<file path="src/rtl/l1d_data_ram_arb_if.sv">
// Bundle of the arbiter's requester, RAM-macro and return-path signals.
// slave : arbiter side (drives *_rdy, ram_* and the return channels)
// master: environment side (requesters, RAM macro, evict buffer)
//   lf_pld  [84:0] = {way[3:0], index[3:0], offset[1:0], sb_pld[9:0], wr_data[63:0], wr_last}
//   ev_pld  [14:0] = {tag[3:0], way[3:0], index[3:0], offset[1:0], rd_last}
//   rw_pld  [92:0] = {way[3:0], index[3:0], offset[1:0], op_is_read, wr_data[63:0], wr_data_be[7:0], sb_pld[9:0]}
//   ev_dat_pld [78:0] = {tag[3:0], way[3:0], index[3:0], offset[1:0], data[63:0], rd_last}
interface l1d_data_ram_arb_if;
  logic        lf_vld;
  logic        lf_rdy;
  logic [84:0] lf_pld;
  logic        ev_vld;
  logic        ev_rdy;
  logic [14:0] ev_pld;
  logic        rw_vld;
  logic        rw_rdy;
  logic [92:0] rw_pld;
  logic        ram_en;
  logic        ram_we;
  logic [7:0]  ram_addr;
  logic [63:0] ram_wdata;
  logic [7:0]  ram_wbe;
  logic [63:0] ram_rdata;
  logic        rd_rsp_vld;
  logic [63:0] rd_rsp_data;
  logic [9:0]  rd_rsp_sb;
  logic        ev_dat_vld;
  logic [78:0] ev_dat_pld;
  logic        credit_ret;

  modport slave (
    input  lf_vld, lf_pld, ev_vld, ev_pld, rw_vld, rw_pld, ram_rdata, credit_ret,
    output lf_rdy, ev_rdy, rw_rdy, ram_en, ram_we, ram_addr, ram_wdata, ram_wbe,
           rd_rsp_vld, rd_rsp_data, rd_rsp_sb, ev_dat_vld, ev_dat_pld
  );

  modport master (
    output lf_vld, lf_pld, ev_vld, ev_pld, rw_vld, rw_pld, ram_rdata, credit_ret,
    input  lf_rdy, ev_rdy, rw_rdy, ram_en, ram_we, ram_addr, ram_wdata, ram_wbe,
           rd_rsp_vld, rd_rsp_data, rd_rsp_sb, ev_dat_vld, ev_dat_pld
  );
endinterface

</file>
<file path="src/rtl/l1d_data_ram_arb.sv">
// Arbiter/sequencer for the single-port L1D data RAM (64b x 256): linefill writes,
// evict burst reads and hit rd/wr share one access per cycle; grant drives ram_* in the same cycle.
// Ports: clk, rst (async, active-high), bus (slave modport: lf/ev/rw requests, RAM macro,
// hit-read return, credited evict-data return, credit_ret). Read data returns 1 cycle after issue.
module l1d_data_ram_arb #(
  parameter int CREDIT_NUM = 4,
  parameter int STARVE_MAX = 8,
  parameter int ADDR_W     = 8
) (
  input logic              clk,
  input logic              rst,
  l1d_data_ram_arb_if.slave bus
);
  localparam int CW = $clog2(CREDIT_NUM + 1);
  localparam int SW = $clog2(STARVE_MAX + 1);
  localparam logic [CW-1:0] CREDIT_FULL = CW'(CREDIT_NUM);
  localparam logic [SW-1:0] STARVE_TOP  = SW'(STARVE_MAX);

  typedef enum logic [1:0] {IDLE = 2'd0, LF_BURST = 2'd1, EV_BURST = 2'd2} state_t;

  state_t        state_q;
  logic [CW-1:0] credit_q;
  logic [SW-1:0] starve_q;
  logic          rd_pend_q;
  logic [9:0]    rd_sb_q;
  logic          ev_pend_q;
  logic [14:0]   ev_meta_q;

  logic lf_gnt, ev_gnt, rw_gnt;

  // Lowest set bit wins; a non-one-hot way is flagged by the assertions below.
  function automatic logic [1:0] way_enc(input logic [3:0] w);
    if (w[0])      return 2'd0;
    else if (w[1]) return 2'd1;
    else if (w[2]) return 2'd2;
    else           return 2'd3;
  endfunction

  wire        lf_last = bus.lf_pld[0];
  wire        ev_last = bus.ev_pld[0];
  wire        rw_rd   = bus.rw_pld[82];
  wire        has_crd = (credit_q != '0);

  wire [ADDR_W-1:0] lf_addr = {way_enc(bus.lf_pld[84:81]), bus.lf_pld[80:77], bus.lf_pld[76:75]};
  wire [ADDR_W-1:0] ev_addr = {way_enc(bus.ev_pld[10:7]),  bus.ev_pld[6:3],   bus.ev_pld[2:1]};
  wire [ADDR_W-1:0] rw_addr = {way_enc(bus.rw_pld[92:89]), bus.rw_pld[88:85], bus.rw_pld[84:83]};

  // Grants are combinational; held at zero while reset is asserted so outputs drop at once.
  always_comb begin
    lf_gnt = 1'b0;
    ev_gnt = 1'b0;
    rw_gnt = 1'b0;
    if (!rst) begin
      case (state_q)
        IDLE: begin
          if (starve_q >= STARVE_TOP && bus.rw_vld) rw_gnt = 1'b1;
          else if (bus.lf_vld)                      lf_gnt = 1'b1;
          else if (bus.ev_vld && has_crd)           ev_gnt = 1'b1;
          else if (bus.rw_vld)                      rw_gnt = 1'b1;
        end
        LF_BURST: lf_gnt = bus.lf_vld;
        EV_BURST: ev_gnt = bus.ev_vld && has_crd;
        default: ;
      endcase
    end
  end

  always_comb begin
    bus.ram_en    = lf_gnt | ev_gnt | rw_gnt;
    bus.ram_we    = lf_gnt | (rw_gnt & ~rw_rd);
    bus.ram_addr  = '0;
    bus.ram_wdata = '0;
    bus.ram_wbe   = '0;
    if (lf_gnt) begin
      bus.ram_addr  = lf_addr;
      bus.ram_wdata = bus.lf_pld[64:1];
      bus.ram_wbe   = 8'hFF;
    end else if (ev_gnt) begin
      bus.ram_addr  = ev_addr;
    end else if (rw_gnt) begin
      bus.ram_addr  = rw_addr;
      if (!rw_rd) begin
        bus.ram_wdata = bus.rw_pld[81:18];
        bus.ram_wbe   = bus.rw_pld[17:10];
      end
    end
  end

  assign bus.lf_rdy      = lf_gnt;
  assign bus.ev_rdy      = ev_gnt;
  assign bus.rw_rdy      = rw_gnt;
  assign bus.rd_rsp_vld  = rd_pend_q;
  assign bus.rd_rsp_data = rd_pend_q ? bus.ram_rdata : '0;
  assign bus.rd_rsp_sb   = rd_sb_q;
  assign bus.ev_dat_vld  = ev_pend_q;
  assign bus.ev_dat_pld  = ev_pend_q ? {ev_meta_q[14:1], bus.ram_rdata, ev_meta_q[0]} : '0;

  always_ff @(posedge clk or posedge rst) begin
    if (rst) begin
      state_q   <= IDLE;
      credit_q  <= CREDIT_FULL;
      starve_q  <= '0;
      rd_pend_q <= 1'b0;
      rd_sb_q   <= '0;
      ev_pend_q <= 1'b0;
      ev_meta_q <= '0;
    end else begin
      case (state_q)
        IDLE: begin
          if (lf_gnt && !lf_last)      state_q <= LF_BURST;
          else if (ev_gnt && !ev_last) state_q <= EV_BURST;
        end
        LF_BURST: if (lf_gnt && lf_last) state_q <= IDLE;
        EV_BURST: if (ev_gnt && ev_last) state_q <= IDLE;
        default:  state_q <= IDLE;
      endcase

      // A grant and a return in the same cycle cancel; a return at full count is dropped.
      if (ev_gnt && !bus.credit_ret)
        credit_q <= credit_q - 1'b1;
      else if (bus.credit_ret && !ev_gnt && credit_q != CREDIT_FULL)
        credit_q <= credit_q + 1'b1;

      // Counts through bursts too, but only the IDLE grant logic looks at it.
      if (!bus.rw_vld || rw_gnt)     starve_q <= '0;
      else if (starve_q != STARVE_TOP) starve_q <= starve_q + 1'b1;

      rd_pend_q <= rw_gnt & rw_rd;
      rd_sb_q   <= (rw_gnt & rw_rd) ? bus.rw_pld[9:0] : '0;
      ev_pend_q <= ev_gnt;
      ev_meta_q <= ev_gnt ? bus.ev_pld : '0;
    end
  end

  a_lf_onehot: assert property (@(posedge clk) disable iff (rst) lf_gnt |-> $onehot(bus.lf_pld[84:81]));
  a_ev_onehot: assert property (@(posedge clk) disable iff (rst) ev_gnt |-> $onehot(bus.ev_pld[10:7]));
  a_rw_onehot: assert property (@(posedge clk) disable iff (rst) rw_gnt |-> $onehot(bus.rw_pld[92:89]));
  a_crd_ovf:   assert property (@(posedge clk) disable iff (rst)
                 !(bus.credit_ret && !ev_gnt && credit_q == CREDIT_FULL));
endmodule

</file>
<file path="src/flat_wrapper.sv">
// flat-port wrapper written by rule: the top's interface ports become plain ports
module l1d_data_ram_arb_flat 
#(
  parameter int CREDIT_NUM = 4,
  parameter int STARVE_MAX = 8,
  parameter int ADDR_W     = 8
)
  (clk, rst, bus_lf_vld, bus_lf_pld, bus_ev_vld, bus_ev_pld, bus_rw_vld, bus_rw_pld, bus_ram_rdata, bus_credit_ret, bus_lf_rdy, bus_ev_rdy, bus_rw_rdy, bus_ram_en, bus_ram_we, bus_ram_addr, bus_ram_wdata, bus_ram_wbe, bus_rd_rsp_vld, bus_rd_rsp_data, bus_rd_rsp_sb, bus_ev_dat_vld, bus_ev_dat_pld);
  l1d_data_ram_arb_if bus_i ();
  input logic clk;
  input logic rst;
  input wire logic [$bits(bus_i.lf_vld)-1:0] bus_lf_vld;
  input wire logic [$bits(bus_i.lf_pld)-1:0] bus_lf_pld;
  input wire logic [$bits(bus_i.ev_vld)-1:0] bus_ev_vld;
  input wire logic [$bits(bus_i.ev_pld)-1:0] bus_ev_pld;
  input wire logic [$bits(bus_i.rw_vld)-1:0] bus_rw_vld;
  input wire logic [$bits(bus_i.rw_pld)-1:0] bus_rw_pld;
  input wire logic [$bits(bus_i.ram_rdata)-1:0] bus_ram_rdata;
  input wire logic [$bits(bus_i.credit_ret)-1:0] bus_credit_ret;
  output wire logic [$bits(bus_i.lf_rdy)-1:0] bus_lf_rdy;
  output wire logic [$bits(bus_i.ev_rdy)-1:0] bus_ev_rdy;
  output wire logic [$bits(bus_i.rw_rdy)-1:0] bus_rw_rdy;
  output wire logic [$bits(bus_i.ram_en)-1:0] bus_ram_en;
  output wire logic [$bits(bus_i.ram_we)-1:0] bus_ram_we;
  output wire logic [$bits(bus_i.ram_addr)-1:0] bus_ram_addr;
  output wire logic [$bits(bus_i.ram_wdata)-1:0] bus_ram_wdata;
  output wire logic [$bits(bus_i.ram_wbe)-1:0] bus_ram_wbe;
  output wire logic [$bits(bus_i.rd_rsp_vld)-1:0] bus_rd_rsp_vld;
  output wire logic [$bits(bus_i.rd_rsp_data)-1:0] bus_rd_rsp_data;
  output wire logic [$bits(bus_i.rd_rsp_sb)-1:0] bus_rd_rsp_sb;
  output wire logic [$bits(bus_i.ev_dat_vld)-1:0] bus_ev_dat_vld;
  output wire logic [$bits(bus_i.ev_dat_pld)-1:0] bus_ev_dat_pld;
  assign bus_i.lf_vld = bus_lf_vld;
  assign bus_i.lf_pld = bus_lf_pld;
  assign bus_i.ev_vld = bus_ev_vld;
  assign bus_i.ev_pld = bus_ev_pld;
  assign bus_i.rw_vld = bus_rw_vld;
  assign bus_i.rw_pld = bus_rw_pld;
  assign bus_i.ram_rdata = bus_ram_rdata;
  assign bus_i.credit_ret = bus_credit_ret;
  assign bus_lf_rdy = bus_i.lf_rdy;
  assign bus_ev_rdy = bus_i.ev_rdy;
  assign bus_rw_rdy = bus_i.rw_rdy;
  assign bus_ram_en = bus_i.ram_en;
  assign bus_ram_we = bus_i.ram_we;
  assign bus_ram_addr = bus_i.ram_addr;
  assign bus_ram_wdata = bus_i.ram_wdata;
  assign bus_ram_wbe = bus_i.ram_wbe;
  assign bus_rd_rsp_vld = bus_i.rd_rsp_vld;
  assign bus_rd_rsp_data = bus_i.rd_rsp_data;
  assign bus_rd_rsp_sb = bus_i.rd_rsp_sb;
  assign bus_ev_dat_vld = bus_i.ev_dat_vld;
  assign bus_ev_dat_pld = bus_i.ev_dat_pld;
  l1d_data_ram_arb #(.CREDIT_NUM(CREDIT_NUM), .STARVE_MAX(STARVE_MAX), .ADDR_W(ADDR_W)) u_core (.clk(clk), .rst(rst), .bus(bus_i));
endmodule
</file>
<file path="config.mk">
export PLATFORM = sky130hd
export DESIGN_NAME = l1d_data_ram_arb_flat
export DESIGN_NICKNAME = d
export VERILOG_FILES = /design/src/rtl/l1d_data_ram_arb_if.sv /design/src/rtl/l1d_data_ram_arb.sv /design/src/flat_wrapper.sv
export SDC_FILE = /design/constraint.sdc
export NUM_CORES = 1
export LEC_CHECK = 0
export CORE_AREA = 10 10 190 192
export DETAILED_ROUTE_END_ITERATION = 12
export DIE_AREA = 0 0 200 202
export SLEW_MARGIN = 10
export SYNTH_ARGS = -nofsm -noshare
export SYNTH_HDL_FRONTEND = slang
export SYNTH_SLANG_ARGS = --single-unit
</file>
<file path="constraint.sdc">
create_clock -name clk -period 2.54 [get_ports clk]
set_clock_uncertainty 0.05 [all_clocks]
set_input_delay 0.381 -clock clk [delete_from_list [all_inputs] [get_ports clk]]
set_output_delay 0.381 -clock clk [all_outputs]
set_load 0.005 [all_outputs]
</file>
Word level (Yosys, flattened, before mapping)
Index checks and enable logic that the tools add are counted.
Word-level totals
  logic and storage cells: 92
  output and inout port bits: 240
  input bits: 263
  flip-flop bits (word level): 36
Operators by class
  reduce and logical (&&, ||, !) cells: 20
  order comparisons: 1
  bitwise gates (word level): 6
  multiplexer cells: 48
  $add $sub $neg: 3
  eq/ne operators: 7
Operators with widths (count)
  $mux 64: 5
  $mux 79: 1
  $mux 8: 7
  $mux 2: 10
  $mux 1: 16
  $mux 15: 1
  $mux 10: 1
  $logic_and 1x1->1: 9
  $mux 4: 2
  $mux 3: 2
  $pmux 2 s3: 1
  $logic_not 1->1: 5
  $add 4x1->4 const B: 1
  $ge 4x4->1 const B: 1
  $ne 2x1->1 const B: 2
  $ne 4x4->1 const B: 1
  $pmux 1 s2: 2
  $reduce_bool 2->1: 2
  $add 3x1->3 const B: 1
  $ne 3x1->1 const B: 1
  $ne 3x3->1 const B: 1
  $or 1x1->1: 3
  $reduce_and 3->1: 1
  $reduce_bool 3->1: 1
  7 further kinds: 8

Longest topological paths before layout
Gate-level depths: netlist (run 1).
  depth after elaboration: 12
  depth in mapped cells: 8
  mapped depth without buffers: 8

Worst setup path before layout (run 1)
OpenSTA, ideal clock, no wires.
  path kind: reg2out
  start point: register u_core.state_q[1]
  end point: output bus_ram_wdata[10]
  path slack: 347 ps
  data required time: 2109 ps
  data arrival time: 1762 ps
  cell stages (with the launch flop): 7
  buffers on the path: 2
  path through: dfrtp_1 > or4b_1 > a221oi_2 > and2b_1 > buf_4 > buf_6 > a22o_1
On the way
  longest elaborated chain between the ends: 6
  elaborated cells between the ends (all ways): 12
  those cells by class: eq/ne: 2; mux: 9; reduce/logical: 1
Ends and longest elaborated chain
  start, declared: RTL line l1d_data_ram_arb.sv:21  | state_t state_q;
  start signal, assigned: RTL line l1d_data_ram_arb.sv:100  | state_q <= IDLE;
  start signal, assigned: RTL line l1d_data_ram_arb.sv:110  | if (lf_gnt && !lf_last) state_q <= LF_BURST;
  start signal, assigned: RTL line l1d_data_ram_arb.sv:111  | else if (ev_gnt && !ev_last) state_q <= EV_BURST;
  $logic_not 2->1: RTL line l1d_data_ram_arb.sv:54  | case (state_q)
  $mux 1: RTL line l1d_data_ram_arb.sv:54
  $mux 1: RTL line l1d_data_ram_arb.sv:53  | if (!rst) begin
  $mux 64: RTL line l1d_data_ram_arb.sv:80  | end else if (rw_gnt) begin
  $mux 64: RTL line l1d_data_ram_arb.sv:78  | end else if (ev_gnt) begin
  $mux 64 (*): RTL line l1d_data_ram_arb.sv:74  | if (lf_gnt) begin
  end, declared: RTL line flat_wrapper.sv:26  | output wire logic [$bits(bus_i.ram_wdata)-1:0] bus_ram_wdata;
Every way passes the cells marked *; elsewhere a longest branch is shown, timed or not.

Worst setup path in the final report (run 1)
  start point: register u_core.state_q[1]
  end point: output bus_ram_wdata[21]
Same word-level chain as after synthesis.

==> results of run 1 <==
==> flip-flops by register name, summed over array words and instances, names as in the netlist <==
register and flops:
u_core.starve_q 4, u_core.ev_meta_q 15, u_core.credit_q 3, u_core.bus.rd_rsp_vld 1
u_core.state_q 2, u_core.bus.ev_dat_vld 1, u_core.bus.rd_rsp_sb 10
==> timing repair <==
item                       in CTS  in global routing
pin swaps                      16                 21
setup buffers                  25                  4
setup endpoints to repair      85                 80
gates cloned                    7                  0
resized for setup             363                 23
==> worst register-to-register path, cell delays in order, from the launching register on <==
cell and delay (ns):
dfstp_2 0.53, o31a_1 0.22, buf_6 0.13, o211ai_2 0.10, buf_4 0.18, nor2_1 0.11
xor2_1 0.08, ha_1 0.19, or3_1 0.30, mux2i_1 0.14, o22ai_1 0.10
==> cells by family after synthesis <==
group,synth area share (%)
multiplexers,0.9006
flip-flops,27.05
XOR/XNOR,1.314
adder cells (fa/ha/maj),1.126
AND/OR/NAND/NOR,37.19
AO/OA/AOI/OAI,24.77
buffers and inverters,7.655
==> final cells by class <==
| class | count | area share (%) |
|---|---|---|
| timing repair buffer | 559 | 58.21 |
| multi-input combinational | 309 | 23.95 |
| tap | 442 | 5.939 |
| inverter | 15 | 0.6047 |
| sequential | 36 | 9.702 |
| antenna | 1 | 0.02687 |
| clock buffer | 8 | 1.572 |
==> per-layer routing <==
metal	routed length [um]	vias up
met5	55	-
met4	823	8
met3	3779	50
met2	17470	373
met1	12120	2564
li1	-	2448
==> cell usage in the layout (no fill, tap or decap), types with 10 or more instances in the layout <==
cell type	netlist	final
buf_2	0	77
buf_12	0	13
and2_1	159	159
dfrtp_1	35	34
and3_1	10	10
buf_6	7	24
buf_4	1	33
inv_1	14	13
a22o_1	64	64
clkdlybuf4s50_1	0	398
==> through the flow <==
step	worst slack (ns)	std cells	power [uW]	setup TNS, ns
CTS	-0.2853	1366	2623	-17.25
detailed placement	-0.6635	1328	1980	-49.66
global placement	-0.6834	1328	1969	-50.81
floorplan	0.3472	398	1029	0
global route	-0.3500	1370	2763	-22.83
finish	-0.3042	1370	2611	-19.24
==> power by group through the flow <==
stage	Clock, uW	Combinational, uW	Sequential [uW]
2_1_floorplan	0	354	675
3_3_place_gp	0	1310	661
3_5_place_dp	0	1320	664
4_1_cts	666	1300	655
5_1_grt	682	1420	658
6_report	639	1320	654
==> worst paths after layout <==
| check | slack (ns) | end | start |
|---|---|---|---|
| worst min-delay path | 0.26 | u_core.ev_meta_q[9] | rst |
| max in group asynchronous | 1.47 | u_core.credit_q[2] | rst |
| min in group clk | 0.53 | u_core.state_q[0] | bus_lf_vld |
| worst max-delay path | -0.30 | bus_ram_wdata[21] | u_core.state_q[1] |
| worst min register to register | 0.53 | u_core.state_q[1] | u_core.state_q[0] |
| worst max register to register | 0.34 | u_core.credit_q[2] | u_core.credit_q[2] |
==> qor.csv, run 1 <==
stage;metric;value;unit
synthesis;synth.top_cell.area_share;29.83;%
clock_tree;clk_pin_slew;0.06;ns
critical_path;worstSetupStartpointType;register;
detailed_routing;wl_per_cell;25.00;um
power_and_ir_drop;power_density;280.4;mW/mm^2
placement;place_area;0.008976;sq mm
power_and_ir_drop;peakVddDrop;249.1;uV
layout;final_layout_size_suffix_gt1_share;18.88;%
synthesis;syn_area_per_cell;8.378;sq um
run_status;status;finished with violations;
power_and_ir_drop;clockPowerShare;24.5;%
critical_path;crit_required;2.11;ns
power_and_ir_drop;p_sw;776.4;uW
synthesis;post-synth-top-count-cell;and2_1;
power_and_ir_drop;leakage;0.004104;uW
grt;grt-busiest-layer;met2;
floorplanning;rows;66;
grt;first_global_vias;5832;
synthesis;ys_types;44;
synthesis;seq_area_frac_synth;27.05;%
synthesis;synth_area;0.003334;sq mm
job;cap_violations;0;
layout;final-seq-area;903.4;sq um
critical_path;critPathBufInv;4;
grt;antenna_found_initial;12;
detailed_routing;dr.pass1.iters;5;
synthesis;ys.flop_type;dfrtp_1;
clock_tree;cts_tree;built;
sta;rsz0062_at_grt;yes;
clock_tree;cts.sinks;36;
synthesis;async_flop_share;100.0;%
sta;post-route-period-util;112.0;%
floorplanning;initial_core_util;10.33;%
floorplanning;die_w;200;um
placement;port_buffers;490;
synthesis;ys_warn_count;0;
power_and_ir_drop;internal-power;1835;uW
grt;grt_pass1_wl;45590;um
synthesis;ys_ff_latch;36;
sta;fmax;351.6;MHz
grt;grt_max_degree;66;
synthesis;synth-edff-count;0;
floorplanning;core;0.03229;sq mm
clock_tree;clockRootBuffer;clkbuf_16;
critical_path;cpPeakStageDelay;0.54;ns
placement;gp_congestion;0.8689;
sta;hold_violations;0;
synthesis;ys_top_cells_by_count;and2_1, a22o_1, dfrtp_1;
run_status;violations;setup timing;
power_and_ir_drop;seq_power_share;25.0;%
grt;overflow;0;
clock_tree;clk_path_buf_depth;2;
grt;use_met2;29.34;%
critical_path;endpoint_kind;output port;
layout;fill_cells;3476;
clock_tree;clock_latency;0.29;ns
layout;area_growth_syn_to_layout;179.2;%
sta;setup_ws;-0.3042;ns
floorplanning;ioPinCount;503;
critical_path;reg2reg_depth;10;
critical_path;cp_cell_sequence;or4b_4 -> a221oi_4 -> and2b_4 -> buf_12 -> buf_12 -> buf_16 -> a22o_1 -> buf_2;
critical_path;cp_max_fo;13;
detailed_routing;routed_via_density;3.973;
sta;whs;0.2649;ns
detailed_routing;vias;5443;
clock_tree;cts_buffers;5;
hold_path;hp-class;input port to async pin;
synthesis;synth.area.top_cells;and2_1, dfrtp_1, a22o_1, clkbuf_1, buf_6;
critical_path;cp_top_family;simple AND/OR/NAND/NOR gates;
layout;finalNetCount;1192;
critical_path;cp.arrival;2.41;ns
clock_tree;cts_hold_buffers;0;
power_and_ir_drop;netSwitchingFraction;29.73;%
sta;setup_violations;77;
placement;place_hpwl;29120;um
detailed_routing;drt_iter0_markers;257;
synthesis;syn_inst;398;
clock_tree;htree_num_levels;2;
layout;multi_input_area;0.002230;sq mm
synthesis;synth_nets;664;
sta;slew_headroom;67.36;%
layout;final_area;0.009311;sq mm
detailed_routing;drc;0;
sta;period_needed;2.844;ns
layout;final_util;28.84;%
synthesis;synth_top_cell_by_area;and2_1;
critical_path;cp_slowest_cell;or4b_4;
critical_path;crit_cells;8;
grt;grtUsageTotal;15.81;%
critical_path;crit_top_cell;buf_12;
detailed_routing;finalWirelength;34250;um
floorplanning;dieArea;0.04040;sq mm
detailed_routing;final_antenna_net_count;0;
floorplanning;dieHeight;202;um
grt;met1_usage;15.82;%
grt;grtUsageMet3;5.798;%
power_and_ir_drop;power_frac_comb;50.5;%
sta;slew_violations;0;
critical_path;crit_type;register to output port;
sta;tightest_slew;0.4896;ns
(Power assumes the default switching activity.)
==> run 2, diff against run 1 <==
RECOVER_POWER = 50   (was not set)
==> qor.csv, run 2 (synthesized netlist as in run 1, its figures left out) <==
stage;metric;value;unit
run_status;status;finished with violations;
run_status;violations;setup timing;
sta;whs;0.3427;ns
grt;overflow;0;
placement;place_hpwl;29120;um
power_and_ir_drop;power_frac_comb;50.0;%
grt;first_global_vias;5832;
power_and_ir_drop;peakVddDrop;251.3;uV
power_and_ir_drop;p_sw;773.3;uW
job;cap_violations;0;
critical_path;endpoint_kind;output port;
detailed_routing;drc;0;
detailed_routing;drt_iter0_markers;290;
power_and_ir_drop;seq_power_share;25.2;%
critical_path;cp_max_fo;13;
sta;final.setup.tns;-20.36;ns
critical_path;cp.arrival;2.41;ns
floorplanning;core;0.03229;sq mm
clock_tree;cts.sinks;36;
critical_path;cp_slowest_cell;or4b_4;
layout;final_cell_mix;clkdlybuf4s50_1, and2_1, buf_2;
placement;port_buffers;490;
clock_tree;clock_latency;0.29;ns
detailed_routing;vias;5428;
sta;rsz0062_at_grt;yes;
detailed_routing;route.met2.wl;17570;um
placement;place_area;0.008976;sq mm
detailed_routing;final_antenna_net_count;0;
layout;finalNetCount;1192;
clock_tree;htree_num_levels;2;
sta;slew_violations;0;
critical_path;crit_top_cell;buf_12;
critical_path;cpPeakStageDelay;0.55;ns
layout;top_register;u_core.ev_meta_q;
floorplanning;initial_core_util;10.33;%
detailed_routing;met3WireLength;3686;um
detailed_routing;wl_met1;12160;um
detailed_routing;routed_via_density;3.962;
placement;gp_congestion;0.8689;
layout;final_common_cell;clkdlybuf4s50_1;
sta;tightest_slew;0.9152;ns
critical_path;cp_cell_sequence;or4b_4 -> a221oi_4 -> and2b_4 -> buf_12 -> buf_12 -> buf_16 -> a22o_1 -> buf_2;
clock_tree;cts_hold_buffers;0;
layout;final_layout_size_suffix_gt1_share;17.91;%
detailed_routing;highest_layer;met5;
floorplanning;dieArea;0.04040;sq mm
sta;setup_violations;99;
hold_path;hp-class;input port to async pin;
floorplanning;rows;66;
clock_tree;cts_tree;built;
power_and_ir_drop;fin_total_pwr;2589;uW
clock_tree;clk_pin_slew;0.06;ns
clock_tree;clockRootBuffer;clkbuf_16;
clock_tree;clk_path_buf_depth;2;
sta;hold_violations;0;
sta;period_needed;2.837;ns
power_and_ir_drop;internal-power;1816;uW
critical_path;crit_type;register to output port;
detailed_routing;wl_per_cell;25.01;um
critical_path;crit_required;2.11;ns
grt;grtUsageTotal;15.81;%
floorplanning;ioPinCount;503;
placement;dp_slack;-0.6635;ns
sta;fmax;352.5;MHz
layout;final_area;0.009204;sq mm
sta;slew_headroom;38.99;%
power_and_ir_drop;netSwitchingFraction;29.86;%
floorplanning;dieHeight;202;um
critical_path;worstSetupStartpointType;register;
grt;grt_max_degree;66;
grt;antenna_found_initial;12;
sta;setup_ws;-0.2966;ns
clock_tree;cts_buffers;5;
detailed_routing;finalWirelength;34260;um
power_and_ir_drop;clockPowerShare;24.7;%
sta;post-route-period-util;111.7;%
grt;grt_pass1_wl;45590;um
layout;area_growth_syn_to_layout;176.0;%
floorplanning;die_w;200;um
layout;largest_reg_flops;15;
power_and_ir_drop;power_density;281.3;mW/mm^2
power_and_ir_drop;leakage;0.004089;uW
detailed_routing;dr.pass1.iters;4;
==> run 2: changes by cell type in the layout (fill, tap and decap cells not counted), sizes merged <==
cell	delta
buf	-8
clkbuf	+9
dlygate4sd3	+12
bufbuf	-1
clkdlybuf4s50	-12
==> run 2: per-stage QoR <==
stage                     utilization, %  instances
after global placement             27.80       1328
after global routing               28.51       1370
after CTS                          28.53       1366
after detailed placement           27.80       1328
final                              28.51       1370
after floorplan                        -        398
==> run 2: worst paths after layout <==
path | endpoint | start | slack [ns] | depth (start not counted)
max | bus_ram_wdata[21] | u_core.state_q[1] | -0.30 | 8
min | u_core.ev_meta_q[9] | rst | 0.34 | 3
max reg2reg | u_core.credit_q[2] | u_core.credit_q[2] | 0.32 | 10
min reg2reg | u_core.state_q[1] | u_core.state_q[0] | 0.53 | 2
max in group asynchronous | u_core.bus.rd_rsp_sb[4] | rst | 1.01 | 4
min in group clk | u_core.state_q[0] | bus_lf_vld | 0.53 | 2
==> run 2: power groups by stage <==
stage | Sequential, uW | Clock, uW | Combinational (uW)
floorplan | 675 | 0 | 354
global placement | 661 | 0 | 1310
detailed placement | 664 | 0 | 1320
CTS | 655 | 666 | 1300
global route | 657 | 682 | 1400
finish | 653 | 640 | 1300
==> run 2: what timing repair did <==
item                                   4_1_cts  5_1_grt
setup buffers                               25        4
pin swaps                                   16       21
resized for setup                          363       23
setup endpoints to repair                   85       80
endpoints found under the hold margin        0        0
cloned                                       7        0
==> run 2: critical path: cells and delay by family, from the launching register on <==
kind	cells	cell delay, ns
compound gates	2	0.42
buf+inv	4	0.49
flops	1	0.40
simple gates	2	0.82
==> run 2: area by class of cell <==
type	instances	area, sq um
sequential	36	902.1
multi-input combinational	309	2212
antenna	1	2.502
inverter	15	56.30
clock buffer	8	146.4
fill	3487	23080
timing repair buffer	559	5331
tap	442	553.0
==> run 2: layer usage <==
| layer | global-route usage (%) | up-vias |
|---|---|---|
| li1 | - | 2443 |
| met1 | 15.82 | 2578 |
| met2 | 29.34 | 357 |
| met3 | 5.798 | 42 |
| met4 | 5.112 | 8 |
| met5 | 0 | - |
==> run 3, diff against run 2 <==
SETUP_SLACK_MARGIN = 0.02   (was not set)
==> qor.csv, run 3 (synthesized netlist as in run 1, its figures left out) <==
stage;metric;value;unit
run_status;status;finished with violations;
run_status;violations;setup timing;
sta;slew_violations;0;
critical_path;cp-startpoint;u_core.state_q[1];
clock_tree;cts_hold_buffers;0;
sta;fmax;351.7;MHz
sta;tightest_slew;0.8912;ns
sta;setup_ws;-0.3037;ns
grt;grtUsageTotal;15.83;%
layout;final_cells;1371;
floorplanning;core;0.03229;sq mm
grt;antenna_found_initial;12;
sta;rsz0062_at_grt;yes;
placement;port_buffers;490;
power_and_ir_drop;peakVddDrop;249.2;uV
layout;final_layout_size_suffix_gt1_share;18.21;%
detailed_routing;routed_via_density;3.946;
clock_tree;clock_latency;0.29;ns
sta;slew_headroom;40.59;%
power_and_ir_drop;fin_total_pwr;2595;uW
detailed_routing;drc;0;
layout;top_register;u_core.ev_meta_q;
placement;place_inst;1328;
detailed_routing;finalWirelength;34240;um
floorplanning;rows;66;
clock_tree;clk_path_buf_depth;2;
layout;final_common_cell;clkdlybuf4s50_1;
clock_tree;cts.sinks;36;
detailed_routing;final_antenna_net_count;0;
clock_tree;cts_tree;built;
sta;post-route-period-util;112.0;%
critical_path;crit_required;2.11;ns
sta;setup_violations;95;
clock_tree;cts_buffers;5;
placement;place_hpwl;29120;um
hold_path;hp-class;input port to async pin;
floorplanning;die_w;200;um
layout;largest_reg_flops;15;
detailed_routing;drt_iter0_markers;236;
layout;final_cell_mix;clkdlybuf4s50_1, and2_1, buf_2;
job;cap_violations;0;
detailed_routing;dr.pass1.iters;7;
sta;hold_violations;0;
floorplanning;dieArea;0.04040;sq mm
detailed_routing;wl_per_cell;24.97;um
sta;whs;0.3380;ns
critical_path;cp_max_fo;13;
power_and_ir_drop;power_density;281.0;mW/mm^2
critical_path;endpoint_kind;output port;
clock_tree;htree_num_levels;2;
power_and_ir_drop;leakage;0.004093;uW
critical_path;cp.arrival;2.41;ns
detailed_routing;vias;5410;
floorplanning;initial_core_util;10.33;%
grt;grt_pass1_wl;45660;um
critical_path;worstSetupStartpointType;register;
grt;overflow;0;
floorplanning;ioPinCount;503;
layout;finalNetCount;1193;
clock_tree;clk_pin_slew;0.06;ns
grt;grt_max_degree;66;
sta;period_needed;2.844;ns
critical_path;crit_type;register to output port;
floorplanning;dieHeight;202;um
placement;gp_congestion;0.8689;
critical_path;reg2reg_from;u_core.credit_q[2];
layout;area_growth_syn_to_layout;177.0;%
clock_tree;clockRootBuffer;clkbuf_16;
grt;first_global_vias;5829;
-- run 3: cell count changes in the layout (fill, tap and decap cells not counted) --
cell            delta
inv_1              -1
dlymetal6s2s_1     -1
buf_12             +2
inv_2              +1
clkbuf_1           -1
dlygate4sd2_1      +1
-- run 3: path summary, 6_finish.rpt --
check | end | slack [ns] | cells past startpoint
max | bus_ram_wdata[21] | -0.30 | 8
max reg2reg | u_core.credit_q[2] | 0.33 | 10
min in group clk | u_core.state_q[0] | 0.53 | 2
max in group asynchronous | u_core.bus.rd_rsp_sb[0] | 1.01 | 4
min | u_core.ev_meta_q[9] | 0.34 | 3
min reg2reg | u_core.starve_q[2] | 0.53 | 3
-- run 3: timing repair --
| action | CTS | global route |
|---|---|---|
| pin swaps | 17 | 19 |
| endpoints found under the hold margin | 0 | 0 |
| gates resized for setup | 363 | 23 |
| setup endpoints to repair | 85 | 82 |
| gates cloned | 7 | 0 |
| setup buffers | 26 | 4 |
-- run 3: per-stage QoR --
stage	TNS [ns]	util [%]	area, sq um	worst slack [ns]
finish	-20.47	28.61	9236	-0.3037
global route	-35.97	28.61	9236	-0.3491
global placement	-50.81	27.80	8976	-0.6834
detailed placement	-49.66	27.80	8976	-0.6635
CTS	-17.25	28.62	9240	-0.2853
floorplan	0	-	3334	0.3472
-- run 3: where the power goes --
group,internal [uW],switching [uW]
logic,807,496
clock network,392,247
registers,625,28.2
total,1820,771
-- run 3: layer usage --
| layer | up-vias | part of all wire (%) | track usage, % |
|---|---|---|---|
| li1 | 2445 | - | - |
| met2 | 369 | 51 | 29.33 |
| met4 | 8 | 2.4 | 5.112 |
| met3 | 44 | 11 | 5.815 |
| met5 | - | 0.16 | 0 |
| met1 | 2544 | 35 | 15.87 |
-- run 3: critical path, cell delays in order (launching register included) --
cell      delay [ns]
dfrtp_1         0.40
or4b_4          0.55
a221oi_4        0.29
and2b_4         0.27
buf_12          0.12
buf_12          0.11
buf_16          0.14
a22o_1          0.12
buf_2           0.12
-- run 3: final cells by class --
class / instances / area, sq um
inverters: 15 / 56.30
clock buffers: 8 / 146.4
repair buffers: 560 / 5364
multi-input cells: 309 / 2212
diodes: 1 / 2.502
well taps: 442 / 553.0
flip-flops and latches: 36 / 902.1
fillers: 3485 / 23050
